===== config.mk =====
export PLATFORM = sky130hd
export DESIGN_NAME = mux8_rr_arbiter
export DESIGN_NICKNAME = d
export VERILOG_FILES = /design/src/rtl/mux8_rr_arbiter_pkg.sv /design/src/rtl/mux8_rr_arbiter_pick.sv /design/src/rtl/mux8_rr_arbiter.sv
export SDC_FILE = /design/constraint.sdc
export NUM_CORES = 1
export LEC_CHECK = 0
export ABC_AREA = 0
export CAP_MARGIN = 10
export CORE_ASPECT_RATIO = 0.75
export CORE_MARGIN = 3
export CORE_UTILIZATION = 30
export CTS_BUF_LIST = sky130_fd_sc_hd__clkbuf_8
export DETAILED_ROUTE_END_ITERATION = 12
export GPL_TIMING_DRIVEN = 0
export PLACE_DENSITY = 0.64
export RECOVER_POWER = 100
export SLEW_MARGIN = 20
export SYNTH_ARGS = -nofsm -noshare
export SYNTH_HDL_FRONTEND = slang
export SYNTH_SLANG_ARGS = --single-unit

===== constraint.sdc =====
create_clock -name CLK -period 3 [get_ports CLK]
set_input_delay 0.45 -clock CLK [delete_from_list [all_inputs] [get_ports CLK]]
set_output_delay 0.45 -clock CLK [all_outputs]
set_load 0.005 [all_outputs]

===== src/rtl/mux8_rr_arbiter_pkg.sv =====
// Shared constants, FSM encoding and index helper for the 8-way round-robin mux arbiter.
package mux8_rr_arbiter_pkg;

  localparam int N                 = 8;
  localparam int SEL_W             = 3;
  localparam int DEFAULT_MAX_BEATS = 16;

  typedef enum logic {
    IDLE = 1'b0,
    LOCK = 1'b1
  } state_t;

  // Wraps for free because N is exactly 2**SEL_W.
  function automatic logic [SEL_W-1:0] next_idx(input logic [SEL_W-1:0] idx);
    return idx + SEL_W'(1);
  endfunction

endpackage


===== src/rtl/mux8_rr_arbiter_pick.sv =====
// Rotating priority encoder: first set request bit scanning ptr, ptr+1, ... modulo N.
module rr_priority_pick
  import mux8_rr_arbiter_pkg::*;
(
  input  logic [N-1:0]     req,
  input  logic [SEL_W-1:0] ptr,
  output logic [SEL_W-1:0] idx,
  output logic             any
);

  logic [SEL_W-1:0] cand;

  // NOTE: every output gets a default before the loop, so no path can infer a latch.
  always_comb begin
    idx  = '0;
    any  = 1'b0;
    cand = ptr;
    // Walk from the farthest offset back towards ptr so the nearest hit overwrites last.
    for (int k = N - 1; k >= 0; k--) begin
      cand = ptr + SEL_W'(k);
      if (req[cand]) begin
        idx = cand;
        any = 1'b1;
      end
    end
  end

endmodule


===== src/rtl/mux8_rr_arbiter.sv =====
// Round-robin arbiter with packet locking driving an 8:1 mux select and a registered output stage.
module mux8_rr_arbiter
  import mux8_rr_arbiter_pkg::*;
#(
  parameter int WIDTH     = 8,
  parameter int MAX_BEATS = DEFAULT_MAX_BEATS
) (
  input  logic                 CLK,
  input  logic                 ASYNCRESETN,
  input  logic [N-1:0]         req_valid,
  input  logic [N-1:0]         req_last,
  input  logic [N*WIDTH-1:0]   req_data,
  output logic [N-1:0]         req_ready,
  output logic [SEL_W-1:0]     S,
  output logic [WIDTH-1:0]     O,
  output logic                 O_valid,
  output logic                 O_last,
  input  logic                 O_ready,
  output logic                 busy
);

  localparam int              CNT_W    = (MAX_BEATS > 1) ? $clog2(MAX_BEATS) : 1;
  localparam logic [CNT_W-1:0] LAST_CNT = CNT_W'(MAX_BEATS - 1);

  state_t           state;
  logic [SEL_W-1:0] ptr;
  logic [CNT_W-1:0] beat_cnt;
  logic [SEL_W-1:0] pick_idx;
  logic             pick_any;
  logic [WIDTH-1:0] sel_data;
  logic             slot_free;
  logic             accept;
  logic             release_now;

  rr_priority_pick u_pick (
    .req (req_valid),
    .ptr (ptr),
    .idx (pick_idx),
    .any (pick_any)
  );

  assign sel_data    = req_data[int'(S)*WIDTH +: WIDTH];
  // The output register can take a new beat if it is empty or being drained this cycle.
  assign slot_free   = !O_valid || O_ready;
  assign accept      = (state == LOCK) && req_valid[S] && slot_free;
  assign release_now = accept && (req_last[S] || (beat_cnt == LAST_CNT));
  assign busy        = (state == LOCK);

  always_comb begin
    req_ready = '0;
    if (state == LOCK) req_ready[S] = slot_free;
  end

  // NOTE: state registers use non-blocking assignments so every flop samples pre-edge values.
  always_ff @(posedge CLK or negedge ASYNCRESETN) begin
    if (!ASYNCRESETN) begin
      state    <= IDLE;
      ptr      <= '0;
      S        <= '0;
      beat_cnt <= '0;
      O        <= '0;
      O_valid  <= 1'b0;
      O_last   <= 1'b0;
    end else begin
      if (accept) begin
        O       <= sel_data;
        O_last  <= req_last[S];
        O_valid <= 1'b1;
      end else if (O_ready) begin
        O_valid <= 1'b0;
      end

      case (state)
        IDLE: begin
          if (pick_any) begin
            S        <= pick_idx;
            beat_cnt <= '0;
            state    <= LOCK;
          end
        end
        LOCK: begin
          if (accept) beat_cnt <= beat_cnt + CNT_W'(1);
          // A forced release leaves O_last as the requester drove it.
          if (release_now) begin
            ptr   <= next_idx(S);
            state <= IDLE;
          end
        end
        default: state <= IDLE;
      endcase
    end
  end

endmodule

==> out/qor.txt, run 1 <==
Critical Path Start Type - flip-flop
Minimum setup slack after placement - -0.147 ns
Antenna diode count - 0
Root Driver - sky130_fd_sc_hd__clkbuf_8
Synthesis-stage register bit count - 21
Finished Cell Area - 3720 um2
Part of the cycle the worst path needs - 0.954
Library cell occupying the most area in the post-synthesis netlist - sky130_fd_sc_hd__dfrtp_1
Final Hold Fails - 0
GRT overflow - 0
Antenna violations before repair - 0
Post-synthesis cell count - 239
Worst setup margin - 0.139 ns
Number of synthesized flops with an enable pin - 0
Final GP Congestion - 0.910
Max H-tree Level - 1
Clk_skew - 0.00142 ns
Count of routing violations after the opening detailed-route iteration - 113
Clock transition time at the flip-flop clock pins of the worst setup and hold paths - 0.08 ns
Max-slew headroom - 0.364
Total detailed-routing wirelength - 7840 um
Residual DRC - 0
Clock period minus worst slack - 2.86 ns
Vias per Instance - 5.34
GR Util All Layers - 0.161
Slew of the pin with the lowest slew margin - 0.951 ns
Total clock buffers created by CTS - 3
Largest net degree at the start of global routing - 22
Required time reported for the critical path endpoint - 3.14 ns
Peak Freq - 0.349 GHz
Proportion of layout cells with a drive suffix above 1 - 0.166
Hold crit path type - flip-flop to flip-flop
Avg Cell Area, Syn - 10.3 um2
TritonCTS clock tree - done
Detail-routed net length per standard cell - 17.4 um
CP arrival - 3.00 ns
# hold bufs at CTS - 0
Syn. warnings - 0
Estimated wirelength of the detail-placed design - 6420 um
RSZ-0062 raised after global routing - no
Die area - 9370 um2
Total via count in the routed design - 2409
Pre-Repair DR Iteration Count - 5
Commonest cells in the synthesized netlist - sky130_fd_sc_hd__nor2_1 (30), sky130_fd_sc_hd__mux2i_1 (25), sky130_fd_sc_hd__mux4_2 (22), sky130_fd_sc_hd__dfrtp_1 (21), sky130_fd_sc_hd__nand2_1 (17)
Remaining antenna violation count after routing - 0
Die span in x - 111 um
Number of global-route vias before repair - 2356
Top cells by area, synth - sky130_fd_sc_hd__dfrtp_1 (21%), sky130_fd_sc_hd__mux4_2 (20%), sky130_fd_sc_hd__mux2i_1 (10%), sky130_fd_sc_hd__mux4_1 (7.4%), sky130_fd_sc_hd__nor2_1 (4.6%)
IR Drop Worst-Case VDD - 0.346 mV
CP Capture Type - flip-flop
Most repeated cell in the gate-level netlist after synthesis - sky130_fd_sc_hd__nor2_1
Initial core utilization - 0.322
Maximum fanout along the worst path - 10
First-pass GRT wire length - 12200 um
Total design power - 3510 uW
Final setup viols - 0
Die Y - 84.6 um
Clk sink count - 21
Placement Cell Area - 3640 um2
Mapped Area - 2470 um2
Total core area - 7670 um2
Maximum count of clock buffers along a single path - 2
Row count - 27
Leakage power total - 0.00145 uW
Asr flop ratio synth - 1.00
# port buffers - 104
Part of the Yosys area used for sequential elements - 0.213
Total count of max-transition violations in the final report - 0
Result of the run - finished, final reports clean
Max Cap Viol - 0
Number of nets produced by synthesis - 326
Area share of the largest cell type after synthesis - 0.213
Area Growth Syn to Fin - 50.7%
Top Ports - 105
Synth cell types - 49
Final Net Count - 438
Worst-skew pair later-pin latency - 0.26 ns
Setup CP Type - flip-flop to flip-flop
Cell Pwr Density - 943 nW/um2
Most instantiated flip-flop cell in the synthesis netlist - sky130_fd_sc_hd__dfrtp_1
[layout by cell type (no fill, tap or decap), types with 3 or more instances in the layout]
| cell type | netlist | routed |
|---|---|---|
| sky130_fd_sc_hd__nor3_1 | 8 | 8 |
| sky130_fd_sc_hd__mux2i_1 | 25 | 24 |
| sky130_fd_sc_hd__clkbuf_1 | 4 | 4 |
| sky130_fd_sc_hd__nand2b_1 | 5 | 5 |
| sky130_fd_sc_hd__dlygate4sd3_1 | 0 | 16 |
| sky130_fd_sc_hd__nor2_1 | 30 | 30 |
| sky130_fd_sc_hd__inv_1 | 5 | 6 |
| sky130_fd_sc_hd__clkdlybuf4s50_1 | 0 | 88 |
| sky130_fd_sc_hd__mux2_2 | 7 | 6 |
| sky130_fd_sc_hd__mux4_2 | 22 | 24 |
| sky130_fd_sc_hd__clkbuf_8 | 3 | 6 |
| sky130_fd_sc_hd__dfrtp_1 | 21 | 21 |
| sky130_fd_sc_hd__buf_6 | 3 | 3 |
| sky130_fd_sc_hd__a31oi_1 | 4 | 4 |
| sky130_fd_sc_hd__o22ai_1 | 5 | 5 |
| sky130_fd_sc_hd__buf_2 | 4 | 3 |
| sky130_fd_sc_hd__ha_1 | 4 | 4 |
| sky130_fd_sc_hd__nand3_1 | 6 | 6 |
| sky130_fd_sc_hd__xor2_1 | 4 | 4 |
| sky130_fd_sc_hd__o21ai_0 | 5 | 6 |
| sky130_fd_sc_hd__buf_4 | 1 | 5 |
| sky130_fd_sc_hd__nand2_1 | 17 | 17 |
| sky130_fd_sc_hd__a21oi_1 | 14 | 14 |
| sky130_fd_sc_hd__mux4_1 | 7 | 5 |
[layer usage]
| layer | wire, um | up-vias | track usage |
|---|---|---|---|
| li1 | - | 1147 | - |
| met1 | 3490 | 1166 | 0.233 |
| met2 | 3740 | 92 | 0.255 |
| met3 | 542 | 4 | 0.0288 |
| met4 | 61 | 0 | 0.0302 |
| met5 | 0 | - | 0 |
[cells by family (layout without fill, tap and decap cells)]
family,count (synthesis),after routing,synth area share
compound gates,41,41,0.105
xor+xnor,6,6,0.0213
fa+ha+maj,4,4,0.0203
buf+inv,24,135,0.0679
flops,21,21,0.213
mux,62,62,0.417
simple gates,81,81,0.155
[what timing repair did]
action | CTS | global route
hold endpoints to repair | 0 | 0
resized for setup | 2 | 7
setup buffers | 0 | 4
cloned | 0 | 0
endpoints found under the setup margin | 7 | 7
[state kept, by name (all words and copies together), names as in the netlist]
| register | count |
|---|---|
| S | 3 |
| beat_cnt | 4 |
| ptr | 3 |
| O_last | 1 |
| O | 8 |
| O_valid | 1 |
| busy | 1 |
[path summary, 6_finish.rpt]
| path | startpoint | endpoint | slack (ns) | cells after the start |
|---|---|---|---|---|
| max in group asynchronous | ASYNCRESETN | O[3] | 1.64 | 1 |
| min in group asynchronous | ASYNCRESETN | O[5] | 0.78 | 1 |
| setup reg to reg | ptr[0] | S[1] | 0.14 | 11 |
| hold reg to reg | O_last | O_last | 0.52 | 1 |
| setup / recovery | ptr[0] | S[1] | 0.14 | 11 |
| hold / removal | O_last | O_last | 0.52 | 1 |
[cell type report]
type                    instances  area [um2]
flip-flops and latches         21         526
fillers                       704        3950
multi-input cells             194        1790
inverters                       5        18.8
clock buffers                   3        41.3
repair buffers                108        1070
plain buffers                  18         149
well taps                     101         126
clock inverters                 1        3.75
[report_power, final]
group | switching [uW] | internal (uW) | leakage (uW) | total [uW]
Clock | 91.4 | 91.2 | 0.0000269 | 183
Sequential | 87.2 | 422 | 0.000243 | 509
Combinational | 1400 | 1410 | 0.00119 | 2820
Total | 1580 | 1930 | 0.00145 | 3510
[critical path: stages (launching register included)]
cell                       delay (ns)
sky130_fd_sc_hd__dfrtp_1         0.40
sky130_fd_sc_hd__buf_6           0.14
sky130_fd_sc_hd__clkbuf_8        0.16
sky130_fd_sc_hd__inv_1           0.14
sky130_fd_sc_hd__ha_1            0.25
sky130_fd_sc_hd__clkbuf_4        0.18
sky130_fd_sc_hd__mux4_2          0.42
sky130_fd_sc_hd__nor2_1          0.06
sky130_fd_sc_hd__mux4_2          0.46
sky130_fd_sc_hd__o211a_1         0.15
sky130_fd_sc_hd__a311oi_2        0.24
sky130_fd_sc_hd__a21oi_1         0.11
[metrics by stage]
stage                util  std cells  hold slack (ns)  TNS (ns)
floorplan               -        239            0.154         0
finish              0.485        451            0.516         0
detailed placement  0.474        444            0.506    -0.380
global route        0.485        451            0.539         0
CTS                 0.479        447            0.524         0
global placement    0.474        444            0.497    -0.498
No activity file was read; power rests on OpenSTA's default activity.
==> run 2, diff against run 1 <==
--- a/config.mk
+++ b/config.mk
@@ -5,7 +5,6 @@
 export SDC_FILE = /design/constraint.sdc
 export NUM_CORES = 1
 export LEC_CHECK = 0
-export ABC_AREA = 0
 export CAP_MARGIN = 10
 export CORE_ASPECT_RATIO = 0.75
 export CORE_MARGIN = 3
@@ -15,6 +14,7 @@
 export GPL_TIMING_DRIVEN = 0
 export PLACE_DENSITY = 0.64
 export RECOVER_POWER = 100
+export SKIP_CTS_REPAIR_TIMING = 1
 export SLEW_MARGIN = 20
 export SYNTH_ARGS = -nofsm -noshare
 export SYNTH_HDL_FRONTEND = slang
==> out/qor.txt, run 2 (synthesized netlist as in run 1, its figures left out) <==
Minimum setup slack after placement - -0.147 ns
Die Y - 84.6 um
Hold crit path type - flip-flop to flip-flop
Result of the run - finished, final reports clean
Most frequent cells in the layout - sky130_fd_sc_hd__clkdlybuf4s50_1 (88), sky130_fd_sc_hd__nor2_1 (30), sky130_fd_sc_hd__mux4_2 (24), sky130_fd_sc_hd__mux2i_1 (24), sky130_fd_sc_hd__dfrtp_1 (21)
First-pass GRT wire length - 12200 um
Top Ports - 105
Residual DRC - 0
Critical Path Start Type - flip-flop
Vias per Instance - 5.34
Area Growth Syn to Fin - 51.0%
CP Capture Type - flip-flop
Worst setup margin - 0.148 ns
Fin Setup TNS - 0 ns
Initial core utilization - 0.322
Setup CP Type - flip-flop to flip-flop
Clk sink count - 21
Proportion of layout cells with a drive suffix above 1 - 0.168
Final setup viols - 0
Final Hold Fails - 0
Placement Cell Area - 3640 um2
# port buffers - 104
Estimated wirelength of the detail-placed design - 6420 um
GRT overflow - 0
Root Driver - sky130_fd_sc_hd__clkbuf_8
Maximum fanout along the worst path - 10
Flip-flop count of the largest register, all copies and words added - 8
Total detailed-routing wirelength - 7860 um
Cell Pwr Density - 943 nW/um2
Row count - 27
Area of all sequential standard cells - 526 um2
Total count of max-transition violations in the final report - 0
Antenna diode count - 0
Antenna violations before repair - 0
Max-slew headroom - 0.353
Number of global-route vias before repair - 2369
Total core area - 7670 um2
Finished Cell Area - 3730 um2
GR Util All Layers - 0.161
Remaining antenna violation count after routing - 0
Clock transition time at the flip-flop clock pins of the worst setup and hold paths - 0.08 ns
Die area - 9370 um2
Total via count in the routed design - 2413
Total clock buffers created by CTS - 3
Worst-skew pair later-pin latency - 0.26 ns
CP arrival - 2.99 ns
Slew of the pin with the lowest slew margin - 0.967 ns
Largest net degree at the start of global routing - 22
Max Cap Viol - 0
Final GP Congestion - 0.910
Largest register by flop count - O
Area of the multi-input gates - 1790 um2
Number of filler cells placed in the layout - 703
Pre-Repair DR Iteration Count - 5
Final Net Count - 439
Max H-tree Level - 1
Most common library cell in the layout ignoring fill and taps - sky130_fd_sc_hd__clkdlybuf4s50_1
Peak Freq - 0.351 GHz
Count of routing violations after the opening detailed-route iteration - 97
TritonCTS clock tree - done
Part of the cycle the worst path needs - 0.951
Clock period minus worst slack - 2.85 ns
Required time reported for the critical path endpoint - 3.13 ns
RSZ-0062 raised after global routing - no
Die span in x - 111 um
Registers with the most flip-flops - O (8), beat_cnt (4)
Maximum count of clock buffers along a single path - 2
IR Drop Worst-Case VDD - 0.349 mV
Leakage power total - 0.00146 uW
Clk_skew - 0.00141 ns
Detail-routed net length per standard cell - 17.4 um
run 2: cell types whose count changed in the layout (fill, tap and decap cells not counted):
cell / previous run / this run
sky130_fd_sc_hd__clkbuf_2: 1 / 2
sky130_fd_sc_hd__buf_2: 3 / 2
sky130_fd_sc_hd__buf_4: 5 / 6
run 2: metrics by stage:
step | total power, uW | std cells | util | hold WS (ns)
CTS | 3450 | 448 | 0.480 | 0.524
global placement | 3260 | 444 | 0.474 | 0.497
global route | 3810 | 452 | 0.486 | 0.539
detailed placement | 3260 | 444 | 0.474 | 0.506
floorplan | 2450 | 239 | - | 0.154
finish | 3520 | 452 | 0.486 | 0.515
run 2: worst max-delay path, stage by stage, from the launching register on:
cell	delay, ns
sky130_fd_sc_hd__dfrtp_1	0.40
sky130_fd_sc_hd__buf_6	0.14
sky130_fd_sc_hd__clkbuf_8	0.16
sky130_fd_sc_hd__inv_1	0.14
sky130_fd_sc_hd__ha_1	0.25
sky130_fd_sc_hd__clkbuf_4	0.18
sky130_fd_sc_hd__mux4_2	0.42
sky130_fd_sc_hd__nor2_1	0.06
sky130_fd_sc_hd__mux4_2	0.46
sky130_fd_sc_hd__o211a_1	0.15
sky130_fd_sc_hd__a311oi_2	0.24
sky130_fd_sc_hd__a21oi_1	0.11
run 2: layout make-up:
class | count | area share
multi-input combinational | 194 | 0.479
timing repair buffer | 109 | 0.289
sequential | 21 | 0.141
buffer | 18 | 0.0399
tap | 101 | 0.0339
clock buffer | 3 | 0.0111
inverter | 5 | 0.00503
clock inverter | 1 | 0.00101
run 2: per-layer routing:
layer | GRT usage | wire (um) | vias up
met5 | 0 | 0 | -
met4 | 0.0302 | 61 | 0
met3 | 0.0288 | 510 | 4
met2 | 0.256 | 3780 | 107
met1 | 0.233 | 3510 | 1155
li1 | - | - | 1147
run 2: power by group:
group | total [uW] | internal, uW | leakage [uW] | switching [uW]
registers | 508 | 422 | 0.000243 | 85.9
clock network | 184 | 91.3 | 0.0000269 | 93.0
logic | 2830 | 1420 | 0.00119 | 1400
total | 3520 | 1930 | 0.00146 | 1580
run 2: path summary, 6_finish.rpt:
| kind | slack, ns | endpoint | start | cells after the start |
|---|---|---|---|---|
| worst max-delay path | 0.15 | S[1] | ptr[0] | 11 |
| worst min-delay path | 0.51 | O_last | O_last | 1 |
| worst max register to register | 0.15 | S[1] | ptr[0] | 11 |
| worst min register to register | 0.51 | O_last | O_last | 1 |
| max in group asynchronous | 1.63 | O[3] | ASYNCRESETN | 1 |
| min in group asynchronous | 0.79 | O[5] | ASYNCRESETN | 1 |
==> run 3, diff against run 2 <==
--- a/config.mk
+++ b/config.mk
@@ -6,7 +6,6 @@
 export NUM_CORES = 1
 export LEC_CHECK = 0
 export CAP_MARGIN = 10
-export CORE_ASPECT_RATIO = 0.75
 export CORE_MARGIN = 3
 export CORE_UTILIZATION = 30
 export CTS_BUF_LIST = sky130_fd_sc_hd__clkbuf_8
==> out/qor.txt, run 3 (synthesized netlist as in run 1, its figures left out) <==
Result of the run - finished, final reports clean
Ordered cell list for the critical path - buf_6 -> clkbuf_8 -> inv_1 -> ha_1 -> clkbuf_4 -> mux4_2 -> nor2_1 -> mux4_2 -> o211a_1 -> a311oi_2 -> a21oi_1
Max-slew headroom - 0.342
Root Driver - sky130_fd_sc_hd__clkbuf_8
Setup CP Type - flip-flop to flip-flop
Residual DRC - 0
First-pass GRT wire length - 12500 um
# port buffers - 104
Flip-flop count of the largest register, all copies and words added - 8
Worst min-delay path startpoint - O_last
Die span in x - 96.7 um
Total clock buffers created by CTS - 3
Maximum count of clock buffers along a single path - 2
Largest register by flop count - O
Worst-skew pair later-pin latency - 0.26 ns
WHS Path Cells - 1
Die Y - 96.7 um
Total core area - 7850 um2
Registers with the most flip-flops - O (8), beat_cnt (4)
Max H-tree Level - 1
GR Util All Layers - 0.161
TritonCTS clock tree - done
Most common cell on crit path - sky130_fd_sc_hd__mux4_2
Minimum setup slack after placement - -0.186 ns
Most frequent cells in the layout - sky130_fd_sc_hd__clkdlybuf4s50_1 (86), sky130_fd_sc_hd__nor2_1 (30), sky130_fd_sc_hd__mux4_2 (24), sky130_fd_sc_hd__mux2i_1 (24), sky130_fd_sc_hd__dfrtp_1 (21)
Total detailed-routing wirelength - 7640 um
Number of filler cells placed in the layout - 759
Clock transition time at the flip-flop clock pins of the worst setup and hold paths - 0.08 ns
CP Capture Type - flip-flop
Kind of cell adding the most delay to the critical path - multiplexers
Die area - 9360 um2
Critical Path Start Type - flip-flop
IR Drop Worst-Case VDD - 0.345 mV
Worst hold slack across all endpoints - 0.502 ns
Worst path max stage delay - 0.46 ns
Leakage power total - 0.00145 uW
Area Growth Syn to Fin - 49.8%
Slew of the pin with the lowest slew margin - 0.984 ns
Largest net degree at the start of global routing - 22
Required time reported for the critical path endpoint - 3.14 ns
Count of routing violations after the opening detailed-route iteration - 128
Max Cap Viol - 0
Final GP Congestion - 0.823
Estimated wirelength of the detail-placed design - 6190 um
Cell Pwr Density - 940 nW/um2
CP arrival - 3.05 ns
Antenna diode count - 0
Detail-routed net length per standard cell - 17.0 um
Clock period minus worst slack - 2.91 ns
Reg2reg setup slack - 0.09 ns
Clk_skew - 0.00482 ns
Vias per Instance - 5.35
Endpoint of the worst hold-timing path - O_last
Final setup viols - 0
Final Hold Fails - 0
Final Net Count - 435
Critical path's slowest cell - sky130_fd_sc_hd__mux4_2
Remaining antenna violation count after routing - 0
Finished Cell Area - 3700 um2
Peak Freq - 0.344 GHz
Row count - 32
Worst reg2reg endpoint - S[1]
Startpoint of the worst-slack reg-to-reg timing path - ptr[0]
Most common library cell in the layout ignoring fill and taps - sky130_fd_sc_hd__clkdlybuf4s50_1
Maximum fanout along the worst path - 10
GRT overflow - 0
Total count of max-transition violations in the final report - 0
Part of the cycle the worst path needs - 0.969
Initial core utilization - 0.315
Path depth of the worst reg2reg path - 11
Proportion of layout cells with a drive suffix above 1 - 0.159
Antenna violations before repair - 0
Clk sink count - 21
Top Ports - 105
Placement Cell Area - 3640 um2
Number of global-route vias before repair - 2441
Pre-Repair DR Iteration Count - 4
Worst setup margin - 0.0915 ns
Hold crit path type - flip-flop to flip-flop
Buffer and inverter count on the worst path - 4
Total via count in the routed design - 2403
==> run 3: report_power, final <==
part | internal [uW] | switching [uW] | leakage (uW)
combinational | 1390 | 1400 | 0.00118
clock | 91.4 | 95.1 | 0.0000269
sequential | 422 | 83.6 | 0.000243
total | 1900 | 1580 | 0.00145
==> run 3: worst reg2reg max path, delay by kind of cell (launching register included) <==
family | cells | cell delay (ns)
multiplexers | 2 | 0.88
buffers and inverters | 4 | 0.61
adder cells (fa/ha/maj) | 1 | 0.25
flip-flops | 1 | 0.40
AND/OR/NAND/NOR | 1 | 0.06
AO/OA/AOI/OAI | 3 | 0.58
==> run 3: stage by stage <==
step,util,total power [uW],setup TNS [ns],std cells
floorplan,-,2450,0,239
global placement,0.464,3250,-0.474,445
detailed placement,0.464,3270,-0.550,445
CTS,0.469,3470,-0.718,449
global route,0.472,3760,-0.000626,449
finish,0.472,3480,0,449
==> run 3: area by class of cell <==
cell class	instances	area (um2)	share of cell area
multi-input cells	194	1790	0.483
clock buffers	3	41.3	0.0112
plain buffers	18	149	0.0402
well taps	102	128	0.0345
flip-flops and latches	21	526	0.142
repair buffers	105	1050	0.283
inverters	5	18.8	0.00507
clock inverters	1	3.75	0.00101
==> run 3: worst max-delay path by stage <==
stage	slack, ns	to	start	depth (start not counted)
final	0.09	S[1]	ptr[0]	11
after global routing	-0.0006	S[1]	ptr[0]	11
after CTS	-0.21	S[1]	ptr[1]	11
after detailed placement	-0.19	S[1]	ptr[1]	11
after global placement	-0.16	S[2]	ptr[1]	11
after floorplan	0.25	S[2]	ptr[1]	11
==> run 3: metal layers <==
metal  share of wire  GRT usage  wire, um  vias to the layer above
met5               0          0         0                        -
met4           0.016     0.0378       125                        0
met3           0.043     0.0216       330                        8
met2            0.53      0.280      4020                       73
met1            0.41      0.213      3160                     1182
li1                -          -         -                     1140
